`src/rtl/regfile_write_arb.sv`:
```
// Three-requester register-file write arbiter (ALU, load, debug) with round-robin
// or ALU-priority selection, r15 write protection and a completed-write counter.
module regfile_write_arb #(
    parameter int unsigned ALU_PRIO = 0
) (
    input  logic        clk,
    input  logic        reset,
    input  logic        alu_req,
    input  logic [3:0]  alu_addr,
    input  logic [15:0] alu_data,
    output logic        alu_ack,
    input  logic        ld_req,
    input  logic [3:0]  ld_addr,
    input  logic [15:0] ld_data,
    output logic        ld_ack,
    input  logic        dbg_req,
    input  logic [3:0]  dbg_addr,
    input  logic [15:0] dbg_data,
    output logic        dbg_ack,
    output logic [15:0] reg_en,
    output logic [15:0] reg_wdata,
    output logic        err_ro,
    output logic [15:0] wr_count
);

    typedef enum logic [1:0] {
        REQ_ALU = 2'd0,
        REQ_LD  = 2'd1,
        REQ_DBG = 2'd2
    } req_e;

    req_e        last_q, last_d;
    logic [2:0]  ack_q, ack_d;
    logic [15:0] reg_en_q, reg_en_d;
    logic [15:0] reg_wdata_q, reg_wdata_d;
    logic        err_ro_q, err_ro_d;
    logic [15:0] wr_count_q, wr_count_d;

    logic [2:0]  req;
    logic [2:0]  elig;
    logic        gnt_vld;
    req_e        gnt_idx;
    req_e        cand1, cand2;
    logic [3:0]  sel_addr;
    logic [15:0] sel_data;

    function automatic req_e succ(input req_e r);
        case (r)
            REQ_ALU: succ = REQ_LD;
            REQ_LD:  succ = REQ_DBG;
            default: succ = REQ_ALU;
        endcase
    endfunction

    // A requester whose ack is showing this cycle is still holding its old
    // request, so it is masked to avoid a duplicate write.
    assign req  = {dbg_req, ld_req, alu_req};
    assign elig = req & ~ack_q;

    always_comb begin
        gnt_vld = 1'b0;
        gnt_idx = REQ_ALU;
        cand1   = succ(last_q);
        cand2   = succ(cand1);
        if (ALU_PRIO != 0 && elig[REQ_ALU]) begin
            gnt_vld = 1'b1;
            gnt_idx = REQ_ALU;
        end else if (elig[cand1]) begin
            gnt_vld = 1'b1;
            gnt_idx = cand1;
        end else if (elig[cand2]) begin
            gnt_vld = 1'b1;
            gnt_idx = cand2;
        end else if (elig[last_q]) begin
            gnt_vld = 1'b1;
            gnt_idx = last_q;
        end
    end

    always_comb begin
        case (gnt_idx)
            REQ_LD: begin
                sel_addr = ld_addr;
                sel_data = ld_data;
            end
            REQ_DBG: begin
                sel_addr = dbg_addr;
                sel_data = dbg_data;
            end
            default: begin
                sel_addr = alu_addr;
                sel_data = alu_data;
            end
        endcase
    end

    always_comb begin
        ack_d       = '0;
        reg_en_d    = '0;
        err_ro_d    = 1'b0;
        reg_wdata_d = reg_wdata_q;
        wr_count_d  = wr_count_q;
        last_d      = last_q;
        if (gnt_vld) begin
            ack_d[gnt_idx] = 1'b1;
            reg_wdata_d    = sel_data;
            last_d         = gnt_idx;
            if (sel_addr == 4'hF) begin
                err_ro_d = 1'b1;
            end else begin
                reg_en_d   = 16'h0001 << sel_addr;
                wr_count_d = wr_count_q + 16'd1;
            end
        end
    end

    always_ff @(posedge clk or negedge reset) begin
        if (!reset) begin
            last_q      <= REQ_DBG;
            ack_q       <= '0;
            reg_en_q    <= '0;
            reg_wdata_q <= '0;
            err_ro_q    <= 1'b0;
            wr_count_q  <= '0;
        end else begin
            last_q      <= last_d;
            ack_q       <= ack_d;
            reg_en_q    <= reg_en_d;
            reg_wdata_q <= reg_wdata_d;
            err_ro_q    <= err_ro_d;
            wr_count_q  <= wr_count_d;
        end
    end

    assign alu_ack   = ack_q[REQ_ALU];
    assign ld_ack    = ack_q[REQ_LD];
    assign dbg_ack   = ack_q[REQ_DBG];
    assign reg_en    = reg_en_q;
    assign reg_wdata = reg_wdata_q;
    assign err_ro    = err_ro_q;
    assign wr_count  = wr_count_q;

endmodule

```
`config.mk`:
```
export PLATFORM = sky130hd
export DESIGN_NAME = regfile_write_arb
export DESIGN_NICKNAME = d
export VERILOG_FILES = /design/src/rtl/regfile_write_arb.sv
export SDC_FILE = /design/constraint.sdc
export NUM_CORES = 1
export LEC_CHECK = 0
export BUFFER_PORTS_ARGS = -buffer_cell sky130_fd_sc_hd__buf_4
export CELL_PAD_IN_SITES_DETAIL_PLACEMENT = 0
export CELL_PAD_IN_SITES_GLOBAL_PLACEMENT = 1
export CORE_MARGIN = 5
export CORE_UTILIZATION = 30
export DETAILED_ROUTE_END_ITERATION = 12
export GPL_TIMING_DRIVEN = 0
export PLACE_DENSITY_LB_ADDON = 0.1
export SYNTH_ARGS = -nofsm -noshare
export SYNTH_HDL_FRONTEND = slang
export SYNTH_SLANG_ARGS = --single-unit
```
`constraint.sdc`:
```
create_clock -name clk -period 2.44 [get_ports clk]
set_input_delay 0.244 -clock clk [delete_from_list [all_inputs] [get_ports clk]]
set_output_delay 0.244 -clock clk [all_outputs]
set_load 0.005 [all_outputs]
```
Word-level counts from Yosys, hierarchy flattened
Index checks and enable logic that the tools add are counted.

word-level totals
  register bits = 54
  latch bits = 0
  bits in writable memories = 0
  ROM bits = 0
  input port bits = 65
  word-level logic and storage cells = 48
  memories kept = 0

operators by class
  add/subtract/negate cells = 1
  $mul = 0
  div/mod/pow operators = 0
  $lt $le $gt $ge = 5
  eq/ne operators = 5
  shift-type cells = 1
  multiplexer cells = 23
  bitwise operators = 3
  reduce and logical (&&, ||, !) cells = 4

operators with widths
  operator                 number
  $mux W16                 2
  $pmux W16 S2             1
  $add A16 B1 Y16 const B  1
  $shl A1 B4 Y16 const A   1
  $lt A2 B3 Y1 const B     4
  $mux W1                  9
  $pmux W2 S2              2
  $pmux W4 S2              1
  $bmux W1 S2              3
  $eq A2 B1 Y1 const B     3
  $mux W2                  3
  $eq A4 B4 Y1 const B     1
  $logic_not A2 Y1         2
  $and A3 B3 Y3            1
  $mux W3                  1
  $not A3 Y3               1
  $demux W1 S2             1
  $eq A2 B2 Y1 const B     1
  $ge A2 B1 Y1 const B     1
  $reduce_and A2 Y1        1
  $logic_and A1 B1 Y1      1
  $not A1 Y1               1

Longest topological paths before layout
  depth in word-level cells = 13
  gate-level depth with buffers = 13

Worst setup path after synthesis
Ideal clock, no wire load.

  kind = register -> register
  from = reg last_q[0]
  to = reg wr_count_q[1] (netlist: wr_count[1])
  library setup time = 0.125 ns
  arrival time = 2.574 ns
  path slack = -0.259 ns
  stages on the path, launching flop included = 8
  cell sequence = dfrtp_1 -> o311ai_0 -> ha_1 -> buf_4 -> mux2i_2 -> nor4_4 -> or2_1 -> mux2_2

on the way
  cells in the longest elaborated chain, start to end = 13
  elaborated cells between the ends (all ways) = 24

RTL lines
  item                                              RTL line  text
  start: declaration                                32        req_e last_q, last_d;
  start signal: assignment                          126       last_q <= last_d;
  $eq A2 B1 Y1 or $logic_not A2 Y1 (tied branches)  48        case (r)
  $pmux W2 S2                                       48
  $eq A2 B1 Y1 or $logic_not A2 Y1 (tied branches)  48
  $pmux W2 S2                                       48
  $bmux W1 S2                                       71        end else if (elig[cand2]) begin
  $mux W1 (not written as such)                     71
  $mux W2                                           71
  $mux W2                                           68        end else if (elig[cand1]) begin
  $eq A2 B2 Y1 or $eq A2 B1 Y1 (tied branches)      81        case (gnt_idx)
  $pmux W4 S2                                       81
  $eq A4 B4 Y1                                      108       if (sel_addr == 4'hF) begin
  $not A1 Y1 (no source line)                       -
  $reduce_and A2 Y1 (no source line) (*)            -
  end signal: assignment                            131       wr_count_q <= wr_count_d;
  end: declaration                                  37        logic [15:0] wr_count_q, wr_count_d;

Every way passes the cells marked *; elsewhere a longest branch is shown, timed or not. The select of a mux whose other input is x is not followed.
A chain may end at the register's enable or synchronous reset.

Final worst setup path
  from = reg last_q[1]
  to = reg wr_count_q[1] (netlist: wr_count[1])

on the way
  cells in the longest elaborated chain, start to end = 13
  elaborated cells between the ends (all ways) = 24

RTL lines
  item                                              RTL line  text
  $eq A2 B1 Y1 or $logic_not A2 Y1 (tied branches)  48
  $pmux W2 S2                                       48
  $eq A2 B1 Y1 or $logic_not A2 Y1 (tied branches)  48
  $pmux W2 S2                                       48
  $bmux W1 S2                                       71
  $mux W1 (not written as such)                     71
  $mux W2                                           71
  $mux W2 (*)                                       68
  named net gnt_idx[0]                              42        req_e gnt_idx;
  $eq A2 B2 Y1 or $eq A2 B1 Y1 (tied branches)      81
  $pmux W4 S2 (*)                                   81
  $eq A4 B4 Y1 (*)                                  108
  $not A1 Y1 (no source line) (*)                   -
  $reduce_and A2 Y1 (no source line) (*)            -

Mark *: on every way through the listed nets, which the timed path passes. The rest lies on a longest branch. The select of a mux whose other input is x is not followed.

==> results.sh <==
export IMPL_crit_end="wr_count[1]"
export IMPL_critPathMaxFanout=5
export IMPL_ant_nets=0
export IMPL_post_drt_wl_per_cell_microns=14.7
export IMPL_final_period_utilization_pct=107
export IMPL_worstSetupPathType="flip-flop to flip-flop"
export IMPL_via_per_inst=4.67
export IMPL_clockBufferDepth=2
export IMPL_hpwl_microns=5370
export IMPL_grt_pass1_vias=2402
export IMPL_die_y_microns=103
export IMPL_fin_ws_ns=-0.173
export IMPL_grt_ovfl_total=0
export IMPL_cts_buffers=5
export IMPL_async_flop_share_pct=100
export IMPL_netlist_top_cells_count="53 x dfrtp_1, 41 x nand2_1, 33 x o21ai_0"
export IMPL_worst_ep_arrival_time_ns=2.81
export IMPL_design_core_area_sq_um=8550
export IMPL_cts_tree="built"
export IMPL_port_buffers=116
export IMPL_synth_net_count=324
export IMPL_dp_cells=479
export IMPL_layout_min_cycle_time_ns=2.61
export IMPL_hold_viol=0
export IMPL_synth_xor_area_share_pct=5.07
export IMPL_ioPinCount=117
export IMPL_skew_ns=0.00428
export IMPL_synth_ff_latch_count=54
export IMPL_cts_max_level=2
export IMPL_min_path_type="input port to flip-flop"
export IMPL_gp_congestion=0.743
export IMPL_ff2ff_path_depth=12
export IMPL_stdcell_count=505
export IMPL_die_area_sq_um=10600
export IMPL_maxSlewHeadroom_pct=54.5
export IMPL_die_w_microns=103
export IMPL_worstPathRequired_ns=2.63
export IMPL_fin_nets=465
export IMPL_grt_antenna_before_repair=0
export IMPL_routed_wirelength_microns=7430
export IMPL_tightest_slew_ns=0.682
export IMPL_synthAdderAreaFrac_pct=1.93
export IMPL_yosys_area_share_simple_pct=19.8
export IMPL_synthTopCellsByArea="dfrtp_1 51%, o21ai_0 6.4%, nand2_1 5.9%"
export IMPL_dpl_cell_area_sq_um=3640
export IMPL_synth_top_family_by_area="simple AND/OR/NAND/NOR gates"
export IMPL_antenna_cells=0
export IMPL_cts_sinks=54
export IMPL_drtIter0Drc=55
export IMPL_grt_use_total_pct=14.0
export IMPL_synth_most_common_cell="dfrtp_1"
export IMPL_setup_viol=17
export IMPL_clock_latency_ns=0.30
export IMPL_p_leak_nw=1.99
export IMPL_ys_flop_type="dfrtp_1"
export IMPL_avgSynthCellArea_sq_um=10.2
export IMPL_violations="setup timing"
export IMPL_firstDrtPassIters=4
export IMPL_timing_rr_start="last_q[1]"
export IMPL_rows=34
export IMPL_vias=2356
export IMPL_syn_area_sq_um=2590
export IMPL_drv_cap=0
export IMPL_initial_core_util_pct=30.3
export IMPL_synth_distinct_cells=41
export IMPL_fin_area_sq_um=4180
export IMPL_ys_seq_area_share_pct=52.2
export IMPL_cp_slowest_cell="dfstp_2"
export IMPL_ir_worst_vdd_v=0.000412
export IMPL_outcome="finished with violations"
export IMPL_worst_setup_path_end_kind="flip-flop"
export IMPL_crit_path_cell_trace="nor2b_1, o22ai_1, and3_4, inv_4, ha_4, buf_8, a22o_4, mux2i_4, nor4_4, buf_6, or2_4, mux2_4"
export IMPL_grt_pass1_wl_microns=11800
export IMPL_synthCells=255
export IMPL_holdWs_ns=0.227
export IMPL_crit_path_max_incr_delay_ns=0.58
export IMPL_drv_slew=0
export IMPL_synth_warnings=0
export IMPL_area_growth_pct=61.4
export IMPL_cts_reportedPaths_clkPinSlew_ns=0.10
export IMPL_grt_max_degree=55
export IMPL_r2r_setup_slack_ns=-0.17
export IMPL_critPathLaunchType="flip-flop"
export IMPL_reg2reg_to="wr_count[1]"
export IMPL_max_freq_ghz=0.383
export IMPL_drive_gt1_share_pct=49.9
export IMPL_synth_compound_area_share_pct=13.6
export IMPL_drc=0
export IMPL_netlist_area_leader_share_pct=51.2
export IMPL_power_density_nw_per_um2=1090
export IMPL_ctsRootBufferMaster="clkbuf_8"
export IMPL_rsz0062_at_grt="yes"
export IMPL_crit_start="last_q[1]"
export IMPL_synth_area_leader_cell="dfrtp_1"
export IMPL_synth_edf_count=0
export IMPL_muxShareOfSynthArea_pct=3.23
metrics by stage:
stage | setup TNS (ns) | setup WS, ns | power, mW | util (%)
floorplan | -0.158 | -0.0982 | 2.62 | -
global placement | -6.64 | -0.517 | 3.53 | 42.6
detailed placement | -7.09 | -0.526 | 3.55 | 42.6
CTS | -1.87 | -0.170 | 4.37 | 46.3
global route | -3.55 | -0.252 | 4.95 | 48.9
finish | -1.26 | -0.173 | 4.54 | 48.9
layout make-up:
| type | count | area (sq um) |
|---|---|---|
| sequential | 54 | 1350 |
| timing repair buffer | 136 | 1050 |
| inverter | 5 | 21.3 |
| tap | 108 | 135 |
| multi-input combinational | 181 | 1430 |
| clock inverter | 2 | 12.5 |
| buffer | 13 | 96.3 |
| clock buffer | 6 | 82.6 |
| fill | 828 | 4370 |
power by group:
group	switching (mW)	internal, mW
clock	0.300	0.229
combinational	1.27	1.31
sequential	0.227	1.21
state kept, by name, summed over array words and instances, names as in the netlist:
name,flops
reg_en,16
last_q,2
wr_count,16
ack_q,3
reg_wdata,16
err_ro,1
cells in the final DEF (no fill, tap or decap), types with 3 or more instances in the layout:
cell type,count
clkbuf_8,6
a22oi_1,16
a22o_1,3
buf_6,3
nor2_1,12
buf_2,3
clkbuf_2,4
nor4_4,6
ha_4,3
nand2_1,40
mux2i_4,4
buf_4,131
o21ai_0,32
dfrtp_1,53
xor2_1,13
nor3_4,4
nand2b_1,3
nor2_2,6
nand3_1,7
nor2b_1,4
inv_1,3
what timing repair did:
item | CTS | global route
setup buffers | 9 | 9
endpoints found under the hold margin | 38 | 0
resized for setup | 24 | 37
pin swaps | 7 | 25
setup endpoints to repair | 33 | 44
hold buffers | 1 | 0
gates cloned | 0 | 1
worst min-delay path by stage:
stage / start / to / slack, ns / cells after the start
6_report: alu_data[5] / reg_wdata[5] / 0.23 / 3
3_5_place_dp: reset / wr_count[9] / 0.34 / 1
3_3_place_gp: reset / wr_count[10] / 0.34 / 1
2_1_floorplan: reset / ack_q[0] / -0.05 / 0
4_1_cts: alu_data[5] / reg_wdata[5] / 0.22 / 3
5_1_grt: alu_data[2] / reg_wdata[2] / 0.23 / 3
kinds of logic (layout without fill, tap and decap cells):
| logic type | count (synthesis) | count (layout) |
|---|---|---|
| AO/OA/AOI/OAI | 57 | 57 |
| XOR/XNOR | 15 | 15 |
| adder cells (fa/ha/maj) | 4 | 4 |
| buffers and inverters | 20 | 162 |
| flip-flops | 54 | 54 |
| multiplexers | 5 | 5 |
| other | 1 | 1 |
| AND/OR/NAND/NOR | 99 | 99 |
critical path, delay by kind of cell, from the launching register on:
family	cells	cell delay, ns
AOI/OAI and AO/OA	2	0.36
adders and majority gates	1	0.17
buffers and inverters	3	0.31
DFF	1	0.58
muxes	2	0.47
and+or+nand+nor	4	0.60
per-layer routing:
| metal | wire length [microns] | GRT usage (%) | share of wire (%) | vias to the layer above |
|---|---|---|---|---|
| li1 | - | - | - | 1157 |
| met1 | 3250 | 18.3 | 44 | 1117 |
| met2 | 3550 | 22.6 | 48 | 76 |
| met3 | 553 | 4.33 | 7.4 | 6 |
| met4 | 67 | 3.19 | 0.90 | 0 |
| met5 | 0 | 0 | 0 | - |
Note: power is estimated with default switching activity, not from simulation.
